## src/rtl/rx_core_pkg.sv

```systemverilog
// Shared widths and saturation helpers for the RF-ADC receive datapath.
package rx_core_pkg;

  localparam int LANES     = 8;
  localparam int SAMPLE_W  = 16;
  localparam int GAIN_FRAC = 4;
  localparam int BLOCK_W   = 19;
  localparam int RES_W     = 32;
  localparam int PROD_W    = SAMPLE_W + 9;

  typedef logic signed [SAMPLE_W-1:0] sample_t;
  typedef logic signed [PROD_W-1:0]   prod_t;

  // Drop the Q4.4 fraction (floor) and clamp into the 16-bit sample range.
  function automatic sample_t sat16(input prod_t prod);
    prod_t shifted;
    shifted = prod >>> GAIN_FRAC;
    if (shifted > prod_t'(32767)) begin
      return sample_t'(32767);
    end else if (shifted < prod_t'(-32768)) begin
      return sample_t'(-32768);
    end else begin
      return shifted[SAMPLE_W-1:0];
    end
  endfunction

  function automatic logic [SAMPLE_W-1:0] abs_sat16(input sample_t s);
    if (s == sample_t'(-32768)) begin
      return 16'h7FFF;
    end else if (s[SAMPLE_W-1]) begin
      return -s;
    end else begin
      return s;
    end
  endfunction

endpackage

```

## src/rtl/rx_result_fifo.sv

```systemverilog
// First-word-fall-through result FIFO; a write into a full FIFO is accepted
// only when a read retires an entry in the same cycle.
module rx_result_fifo #(
  parameter int DEPTH = 4,
  parameter int WIDTH = 32
) (
  input  logic             clock,
  input  logic             reset,
  input  logic             wrEn_i,
  input  logic [WIDTH-1:0] wrData_i,
  input  logic             rdEn_i,
  output logic [WIDTH-1:0] rdData_o,
  output logic             empty_o,
  output logic             full_o
);

  localparam int AW = $clog2(DEPTH);

  logic [WIDTH-1:0] mem_q [DEPTH];
  logic [AW-1:0]    wrPtr_q, rdPtr_q;
  logic [AW:0]      count_q, count_d;
  logic             doWrite, doRead;

  assign empty_o  = (count_q == '0);
  assign full_o   = (count_q == (AW+1)'(DEPTH));
  assign doRead   = rdEn_i && !empty_o;
  assign doWrite  = wrEn_i && (!full_o || doRead);
  assign rdData_o = empty_o ? '0 : mem_q[rdPtr_q];

  always_comb begin
    count_d = count_q;
    case ({doWrite, doRead})
      2'b10:   count_d = count_q + (AW+1)'(1);
      2'b01:   count_d = count_q - (AW+1)'(1);
      default: count_d = count_q;
    endcase
  end

  always_ff @(posedge clock) begin
    if (reset) begin
      wrPtr_q <= '0;
      rdPtr_q <= '0;
      count_q <= '0;
    end else begin
      if (doWrite) wrPtr_q <= wrPtr_q + AW'(1);
      if (doRead)  rdPtr_q <= rdPtr_q + AW'(1);
      count_q <= count_d;
    end
  end

  always_ff @(posedge clock) begin
    if (doWrite) mem_q[wrPtr_q] <= wrData_i;
  end

endmodule

```

## src/rtl/rx_core.sv

```systemverilog
// RF-ADC receive core: gain, 8-lane block sum, boxcar decimator into a result
// FIFO, plus a per-interval peak-magnitude monitor tapped after the gain stage.
module rx_core
  import rx_core_pkg::*;
#(
  parameter int FIFO_DEPTH   = 4,
  parameter int MAX_DEC_LOG2 = 10
) (
  input  logic         clock,
  input  logic         reset,
  input  logic [7:0]   rx_gain,
  input  logic [3:0]   dec_log2,
  input  logic [15:0]  interval_len,
  input  logic         clear_overflow,
  input  logic [127:0] adc_data,
  input  logic         adc_valid,
  output logic [31:0]  m_data,
  output logic         m_valid,
  input  logic         m_ready,
  output logic         overflow,
  output logic [15:0]  interval_max,
  output logic         interval_max_valid
);

  localparam int CNT_W = MAX_DEC_LOG2 + 1;

  sample_t                     gained_d [LANES];
  sample_t                     gained_q [LANES];
  logic signed [SAMPLE_W:0]    pairSum_d [LANES/2];
  logic signed [SAMPLE_W:0]    pairSum_q [LANES/2];
  logic signed [BLOCK_W-1:0]   blockSum_d, blockSum_q;
  logic                        s1Valid_q, s2Valid_q, s3Valid_q;
  prod_t                       laneExt, gainExt;

  logic signed [RES_W-1:0]     acc_q, acc_d, result_q, result_d, blockExt;
  logic [CNT_W-1:0]            blkCnt_q, blkCnt_d, winLast;
  logic [3:0]                  winD_q, winD_d, dClamp, dCur;
  logic                        resValid_q, resValid_d;

  logic [15:0]                 peak_q, peak_d, laneMax, laneAbs, peakNew;
  logic [15:0]                 ivCnt_q, ivCnt_d, ivLen_q, ivLen_d, lenCur;
  logic [15:0]                 intervalMax_q, intervalMax_d;
  logic                        intervalMaxValid_d, intervalMaxValid_q;
  logic                        overflow_q, overflow_d;
  logic                        fifoFull, fifoEmpty;

  always_comb begin
    laneExt = '0;
    gainExt = prod_t'({1'b0, rx_gain});
    for (int k = 0; k < LANES; k++) begin
      laneExt     = prod_t'($signed(adc_data[SAMPLE_W*k +: SAMPLE_W]));
      gained_d[k] = sat16(laneExt * gainExt);
    end
    for (int i = 0; i < LANES/2; i++) begin
      pairSum_d[i] = {gained_q[2*i][SAMPLE_W-1], gained_q[2*i]}
                   + {gained_q[2*i+1][SAMPLE_W-1], gained_q[2*i+1]};
    end
    blockSum_d = {{2{pairSum_q[0][SAMPLE_W]}}, pairSum_q[0]}
               + {{2{pairSum_q[1][SAMPLE_W]}}, pairSum_q[1]}
               + {{2{pairSum_q[2][SAMPLE_W]}}, pairSum_q[2]}
               + {{2{pairSum_q[3][SAMPLE_W]}}, pairSum_q[3]};
  end

  always_ff @(posedge clock) begin
    if (reset) begin
      gained_q   <= '{default: '0};
      pairSum_q  <= '{default: '0};
      blockSum_q <= '0;
      s1Valid_q  <= 1'b0;
      s2Valid_q  <= 1'b0;
      s3Valid_q  <= 1'b0;
    end else begin
      s1Valid_q <= adc_valid;
      s2Valid_q <= s1Valid_q;
      s3Valid_q <= s2Valid_q;
      if (adc_valid) gained_q   <= gained_d;
      if (s1Valid_q) pairSum_q  <= pairSum_d;
      if (s2Valid_q) blockSum_q <= blockSum_d;
    end
  end

  // Window length is frozen at the first block so a mid-window change waits.
  always_comb begin
    dClamp     = (dec_log2 > 4'(MAX_DEC_LOG2)) ? 4'(MAX_DEC_LOG2) : dec_log2;
    dCur       = (blkCnt_q == '0) ? dClamp : winD_q;
    winLast    = (CNT_W'(1) << dCur) - CNT_W'(1);
    blockExt   = {{(RES_W-BLOCK_W){blockSum_q[BLOCK_W-1]}}, blockSum_q};
    acc_d      = acc_q;
    blkCnt_d   = blkCnt_q;
    winD_d     = winD_q;
    result_d   = result_q;
    resValid_d = 1'b0;
    if (s3Valid_q) begin
      winD_d = dCur;
      if (blkCnt_q == winLast) begin
        result_d   = acc_q + blockExt;
        resValid_d = 1'b1;
        acc_d      = '0;
        blkCnt_d   = '0;
      end else begin
        acc_d    = acc_q + blockExt;
        blkCnt_d = blkCnt_q + CNT_W'(1);
      end
    end
  end

  always_comb begin
    laneMax = '0;
    laneAbs = '0;
    for (int k = 0; k < LANES; k++) begin
      laneAbs = abs_sat16(gained_q[k]);
      if (laneAbs > laneMax) laneMax = laneAbs;
    end
    peakNew            = (laneMax > peak_q) ? laneMax : peak_q;
    lenCur             = (ivCnt_q != '0) ? ivLen_q :
                         ((interval_len == '0) ? 16'd1 : interval_len);
    peak_d             = peak_q;
    ivCnt_d            = ivCnt_q;
    ivLen_d            = ivLen_q;
    intervalMax_d      = intervalMax_q;
    intervalMaxValid_d = 1'b0;
    if (s1Valid_q) begin
      ivLen_d = lenCur;
      if (ivCnt_q == lenCur - 16'd1) begin
        intervalMax_d      = peakNew;
        intervalMaxValid_d = 1'b1;
        peak_d             = '0;
        ivCnt_d            = '0;
      end else begin
        peak_d  = peakNew;
        ivCnt_d = ivCnt_q + 16'd1;
      end
    end
  end

  // A result is lost only when the FIFO is full and nothing drains this cycle.
  always_comb begin
    overflow_d = overflow_q;
    if (resValid_q && fifoFull && !m_ready) begin
      overflow_d = 1'b1;
    end else if (clear_overflow) begin
      overflow_d = 1'b0;
    end
  end

  always_ff @(posedge clock) begin
    if (reset) begin
      acc_q              <= '0;
      blkCnt_q           <= '0;
      winD_q             <= '0;
      result_q           <= '0;
      resValid_q         <= 1'b0;
      peak_q             <= '0;
      ivCnt_q            <= '0;
      ivLen_q            <= '0;
      intervalMax_q      <= '0;
      intervalMaxValid_q <= 1'b0;
      overflow_q         <= 1'b0;
    end else begin
      acc_q              <= acc_d;
      blkCnt_q           <= blkCnt_d;
      winD_q             <= winD_d;
      result_q           <= result_d;
      resValid_q         <= resValid_d;
      peak_q             <= peak_d;
      ivCnt_q            <= ivCnt_d;
      ivLen_q            <= ivLen_d;
      intervalMax_q      <= intervalMax_d;
      intervalMaxValid_q <= intervalMaxValid_d;
      overflow_q         <= overflow_d;
    end
  end

  rx_result_fifo #(
    .DEPTH (FIFO_DEPTH),
    .WIDTH (RES_W)
  ) resultFifo (
    .clock    (clock),
    .reset    (reset),
    .wrEn_i   (resValid_q),
    .wrData_i (result_q),
    .rdEn_i   (m_ready),
    .rdData_o (m_data),
    .empty_o  (fifoEmpty),
    .full_o   (fifoFull)
  );

  assign m_valid            = !fifoEmpty;
  assign overflow           = overflow_q;
  assign interval_max       = intervalMax_q;
  assign interval_max_valid = intervalMaxValid_q;

endmodule

```

## config.mk

```make
export PLATFORM = sky130hd
export DESIGN_NAME = rx_core
export DESIGN_NICKNAME = d
export VERILOG_FILES = /design/src/rtl/rx_core_pkg.sv /design/src/rtl/rx_result_fifo.sv /design/src/rtl/rx_core.sv
export SDC_FILE = /design/constraint.sdc
export NUM_CORES = 2
export LEC_CHECK = 0
export CAP_MARGIN = 10
export CORE_ASPECT_RATIO = 0.7
export CORE_MARGIN = 3
export CORE_UTILIZATION = 59
export CTS_BUF_LIST = sky130_fd_sc_hd__clkbuf_4 sky130_fd_sc_hd__clkbuf_8 sky130_fd_sc_hd__clkbuf_16
export DETAILED_ROUTE_END_ITERATION = 7
export MAX_ROUTING_LAYER = met4
export PLACE_DENSITY = 0.73
export SYNTH_ARGS = -nofsm -noshare
export SYNTH_HDL_FRONTEND = slang
export SYNTH_SLANG_ARGS = --single-unit
```

## constraint.sdc

```tcl
create_clock -name clock -period 29.3 [get_ports clock]
set_clock_uncertainty 0.2 [all_clocks]
set_input_delay 5.86 -clock clock [delete_from_list [all_inputs] [get_ports clock]]
set_output_delay 5.86 -clock clock [all_outputs]
set_load 0.005 [all_outputs]
```

# Word-level counts from Yosys, hierarchy flattened
# Memory sizes are Yosys's and may differ from the RTL's. A register that Yosys moved wholly into a read port is not among the register bits.
# Cells that the tools add are included.
# Widths: inputs -> output; s select.
# word_totals
register_bits	371
latch_bits	0
ram_bits	128
rom_bits	0
out_inout_bits	51
word_cells	182
memories	1
# op_classes
addsub	24
n_mul	8
div	0
n_lt_le_gt_ge	26
eq_ne	13
n_shift	1
muxes	59
bitwise	2
reduce_logical	18
# mem_list
memory	words	width	rd	rd_clocked_by_memory_dff	write_ports	line	source
resultFifo.mem_q	4	32	1	1	1	rx_result_fifo.sv:19	logic [WIDTH-1:0] mem_q [DEPTH];
# op_table
cell	count
$mux 16	45
$mul 16x9->25	8
$gt 21x16->1 const B	8
$lt 21x16->1 const B	8
$eq 16x16->1 const B	8
$gt 16x16->1	8
$neg 16->16	8
$add 16x16->17	4
$mux 32	2
$add 32x19->32	1
$add 18x17->19	1
$add 19x19->19	1
$add 17x17->18	1
$add 16x1->16 const B	1
$eq 16x16->1	1
$gt 16x1->1 const B	1
$logic_not 16->1	1
$reduce_bool 16->1	1
$sub 16x1->16 const B	1
$add 11x1->11 const B	1
$eq 11x11->1	1
$logic_not 11->1	1
$mux 11	1
$shl 1x4->11 const A	1
20 further kinds	37

# Longest topological paths before layout
# depth
ltp_word	22
depth_mapped	126
depth_no_buf	115

# By module
# From an unflattened synthesis, not the netlist that was laid out.
# hier_totals
hier_cells	7826
hier_area_um2	67813.8
# by_module_without_submodules
mod	n_inst	cells_per_inst	area_each_um2	seq_area_each_um2
rx_core	1	7569	62364.8	7287.0
rx_result_fifo	1	257	5449.0	4023.9

# Least setup slack after synthesis
# OpenSTA, ideal clock, no wires.
# synth_path
path_kind	register to register
from	register gained_q[113] (netlist bit)
to	register peak_q[10]
setup_time_ps	60
t_arrival_ps	20682
slack_ps	8358
stages_incl_launch_ff	116
period_less_slack_ps	20942
path_cell_list	dfxtp_1 > inv_1 > ha_1 > or3b_1 > or2_2 > or3_1 > o311ai_0 > o21ai_0 > ha_1 > nand3_1 > nor3_1 > nand3_1 > or3_1 > nand2_1 > clkbuf_1 > nand2_1 > o21ai_0 > ha_1 > [... 80 more ...] > clkbuf_1 > mux2i_1 > inv_1 > ha_1 > a21oi_1 > nor2b_1 > o21ai_0 > nand2b_1 > a21oi_1 > nor2b_1 > o21ai_0 > a21boi_0 > o21ai_0 > a22oi_1 > clkbuf_1 > nand2_1 > nor2_1 > a22o_1
# synth_between
elab_chain_len	22
word_cells_on_any_way	23
# synth_rtl
element	line	source
from (decl)	rx_core.sv:28	sample_t gained_q [LANES];
from (signal assigned)	rx_core.sv:76	if (adc_valid) gained_q <= gained_d;
$neg 16->16	rx_core_pkg.sv:31	return -s;
$mux 16	rx_core_pkg.sv:30	end else if (s[SAMPLE_W-1]) begin
$mux 16 (*)	rx_core_pkg.sv:28	if (s == sample_t'(-32768)) begin
$gt 16x1->1	rx_core.sv:112	if (laneAbs > laneMax) laneMax = laneAbs;
$mux 16 (*)	rx_core.sv:112	
$gt 16x16->1	rx_core.sv:112	
$mux 16 (*)	rx_core.sv:112	
$gt 16x16->1	rx_core.sv:112	
[... 6 more ...]	--	
$mux 16 (*)	rx_core.sv:112	
$gt 16x16->1	rx_core.sv:112	
$mux 16 (*)	rx_core.sv:112	
$gt 16x16->1	rx_core.sv:112	
$mux 16 (*)	rx_core.sv:112	
$gt 16x16->1	rx_core.sv:114	peakNew = (laneMax > peak_q) ? laneMax : peak_q;
$mux 16 (*)	rx_core.sv:114	
$mux 16 (*)	rx_core.sv:124	if (ivCnt_q == lenCur - 16'd1) begin
to (signal assigned)	rx_core.sv:165	peak_q <= peak_d;
to (decl)	rx_core.sv:40	logic [15:0] peak_q, peak_d, laneMax, laneAbs, peakNew;
# Mark *: on every way between the ends. The rest lies on a longest branch, timed or not.
# A chain may end at the register's enable or synchronous reset.

# Final worst setup path
# layout_path
from	register gained_q[113] (netlist bit)
to	register peak_q[1]
# Same word-level chain as after synthesis.

==> reports/results.ini <==
[finish]
fill_cells=9450
final_nets=9400
synthToLayoutAreaGrowth_pct=7.35
seqCellArea_um2=11300
utilization=0.645
drive_gt1_frac=0.0323
finalNonFillerCells=9305
multi_input_area_um2=49700

[logic_synthesis]
synth_edf_count=128
syn_inst=7733
post_synth_instance_area_um2=67100
syn_nets=9378
ys_ff_latch=501
synth_cell_types=93
ys_seq_area_frac=0.169
syn_area_per_cell_um2=8.68
ys_warn_count=0
synthArstFlopShare=0
synthFlopType=dfxtp_1

[min_path]
worstHoldStart=peak_q[11]$_SDFFE_PP0P_
min_path_type=reg -> reg
hold_depth=2

[place]
gp_congestion=0.967
pre_cts_slack_ns=5.19
dp_hpwl_um=142000
numPortBuffers=211
dpl.cell_count=9212

[sta]
clock.fmax_ghz=0.0408
fin_ws_ns=4.82
period_needed_ns=24.48
maxSlewHeadroom=0.217
slew_viol_final=0
rsz0062_at_grt=false
finalSetupViolCount=0
fin_crit_sh=0.836
finalHoldViolCount=0
setup_tns_ns=0
worst_pin_slew_ns=1.16

[critical_path]
cpPeakStageDelay_ns=0.73
critPathSlowestCell=nor2_1
worstPathRequired_ns=29.66
cp_max_fo=26
setup.worst_path.class=reg -> reg
cp-end-kind=flip-flop
crit_path_frequent_cell=o21ai_0
cp-start-kind=flip-flop
crit_start=gained_q[113]$_SDFFE_PP0P_
path_buf_inv=8
cp_num_cells=101
r2r_cells=101
worstPathArrival_ns=24.85
cp_top_family=compound AO/OA/AOI/OAI gates
reg2reg_from=gained_q[113]$_SDFFE_PP0P_

[detailed_routing]
routed.top_layer=met4
drt-met1-wl_um=84900
vias_per_cell=5.58
wl_um=174000
drc=0
met2WireLength_um=74800
drt_iter0_drc=3861
ant_nets=0
detail_route.wl_per_cell_um=18.7
vias=51900
firstDrtPassIters=8
wl_met3_um=12200

[outcome]
status=completed

[job]
maxCapViolations=0

[global_route]
grt_overflow=0
grt_pass1_wl_um=285000
grt_usage=0.310
antenna_found_initial=3
grt_pass1_vias=52500
grt_max_degree=94

[cts]
clkTransAtPathRegs_ns=0.06
cts_resized=0
cts_setup_buffers=0
insertion_delay_ns=0.62
cts_tree=done
cts-root-buf=clkbuf_16
cts_made_buffers=48
h-tree-depth=2
ctsHoldBuffers=0
clock-sinks=501
cts.path.max_buffers=3

[floorplanning]
start_util=0.601
die_w_um=409
core-area_um2=112000
fp-row-count=102
ios=212
fp.dieH_um=288
dieArea_um2=118000

cells by family after synthesis:
group | Yosys count | share of synthesized area
adder cells (fa/ha/maj) | 1484 | 0.373
multiplexers | 137 | 0.0266
XOR/XNOR | 409 | 0.0534
buffers and inverters | 1626 | 0.0912
flip-flops | 501 | 0.169
AND/OR/NAND/NOR | 2405 | 0.174
AO/OA/AOI/OAI | 1171 | 0.113
layout make-up:
| type | instances | share of cell area |
|---|---|---|
| clock inverter | 16 | 0.00243 |
| antenna | 4 | 0.000139 |
| clock buffer | 72 | 0.0204 |
| tap | 1508 | 0.0262 |
| sequential | 501 | 0.157 |
| inverter | 1346 | 0.0702 |
| timing repair buffer | 252 | 0.0334 |
| multi-input combinational | 5606 | 0.690 |
metrics by stage:
step,hold slack (ns),cell area [µm²]
after floorplan,0.225,67100
after global placement,0.239,70400
after detailed placement,0.242,70400
after CTS,0.258,72000
after global routing,0.285,72000
final,0.259,72000
placed cells by master, fill, tap and decap left out, types with 11 or more instances in the layout:
master,n
a21o_1,72
o31ai_1,41
inv_1,1344
nand3b_1,11
and2_1,643
nand2b_1,29
or3_1,22
mux2i_1,96
nor4_1,29
mux4_2,32
a22oi_1,23
clkbuf_4,12
xor2_1,134
fa_1,857
a211oi_1,124
ha_1,627
nand3_1,71
edfxtp_1,128
and3_1,34
nand2_1,814
a31oi_1,26
o21a_1,30
or2_2,25
a21oi_1,403
o21ai_0,141
dfxtp_1,370
xnor2_1,275
nor2b_1,45
a22o_1,13
o21bai_1,127
clkbuf_8,11
clkdlybuf4s50_1,201
o211ai_1,21
nor3_1,91
nor2_1,505
buf_4,49
clkbuf_16,49
nand4_1,30
metal layers:
layer	vias to the layer above	GRT usage
met3	156	0.0460
met4	0	0.0462
met1	25400	0.461
met2	1470	0.458
met5	-	-
li1	24900	-
state kept, by name, indices dropped and copies added, names as in the netlist, 19 cells and up, named ones only:
register / count
gained_q: 128
resultFifo.mem_q: 128
pairSum_q: 68
blockSum_q: 19
acc_q: 32
result_q: 32
worst reg2reg max path, delay by kind of cell (launching register included):
family | cells | cell delay [ns]
AOI/OAI and AO/OA | 51 | 11.24
and+or+nand+nor | 29 | 7.35
adders and majority gates | 9 | 2.75
buffers and inverters | 8 | 1.40
muxes | 4 | 1.10
DFF | 1 | 0.35
final timing paths:
path | slack [ns] | end
setup / recovery | 4.82 | peak_q[1]$_SDFFE_PP0P_
hold / removal | 0.26 | peak_q[11]$_SDFFE_PP0P_
setup reg to reg | 4.82 | peak_q[1]$_SDFFE_PP0P_
hold reg to reg | 0.26 | peak_q[11]$_SDFFE_PP0P_
synthesized netlist by cell type, types with 30 or more instances:
cell,number,area (µm²)
a211oi_1,124,931
a21o_1,72,541
a21oi_1,403,2020
and2_1,643,4020
and3_1,34,213
clkbuf_1,267,1000
dfxtp_1,373,7470
edfxtp_1,128,3840
fa_1,857,17200
ha_1,627,7850
inv_1,1342,5040
mux2i_1,96,961
mux4_2,32,721
nand2_1,814,3060
nand3_1,71,355
nand4_1,30,188
nor2_1,508,1910
nor2b_1,45,282
nor3_1,91,455
o21a_1,30,225
o21ai_0,141,706
o21bai_1,127,953
o31ai_1,41,308
xnor2_1,275,2410
xor2_1,134,1170
Power is not shown: default switching activity piles up to over one toggle a cycle in this logic, so the estimate is an artifact.
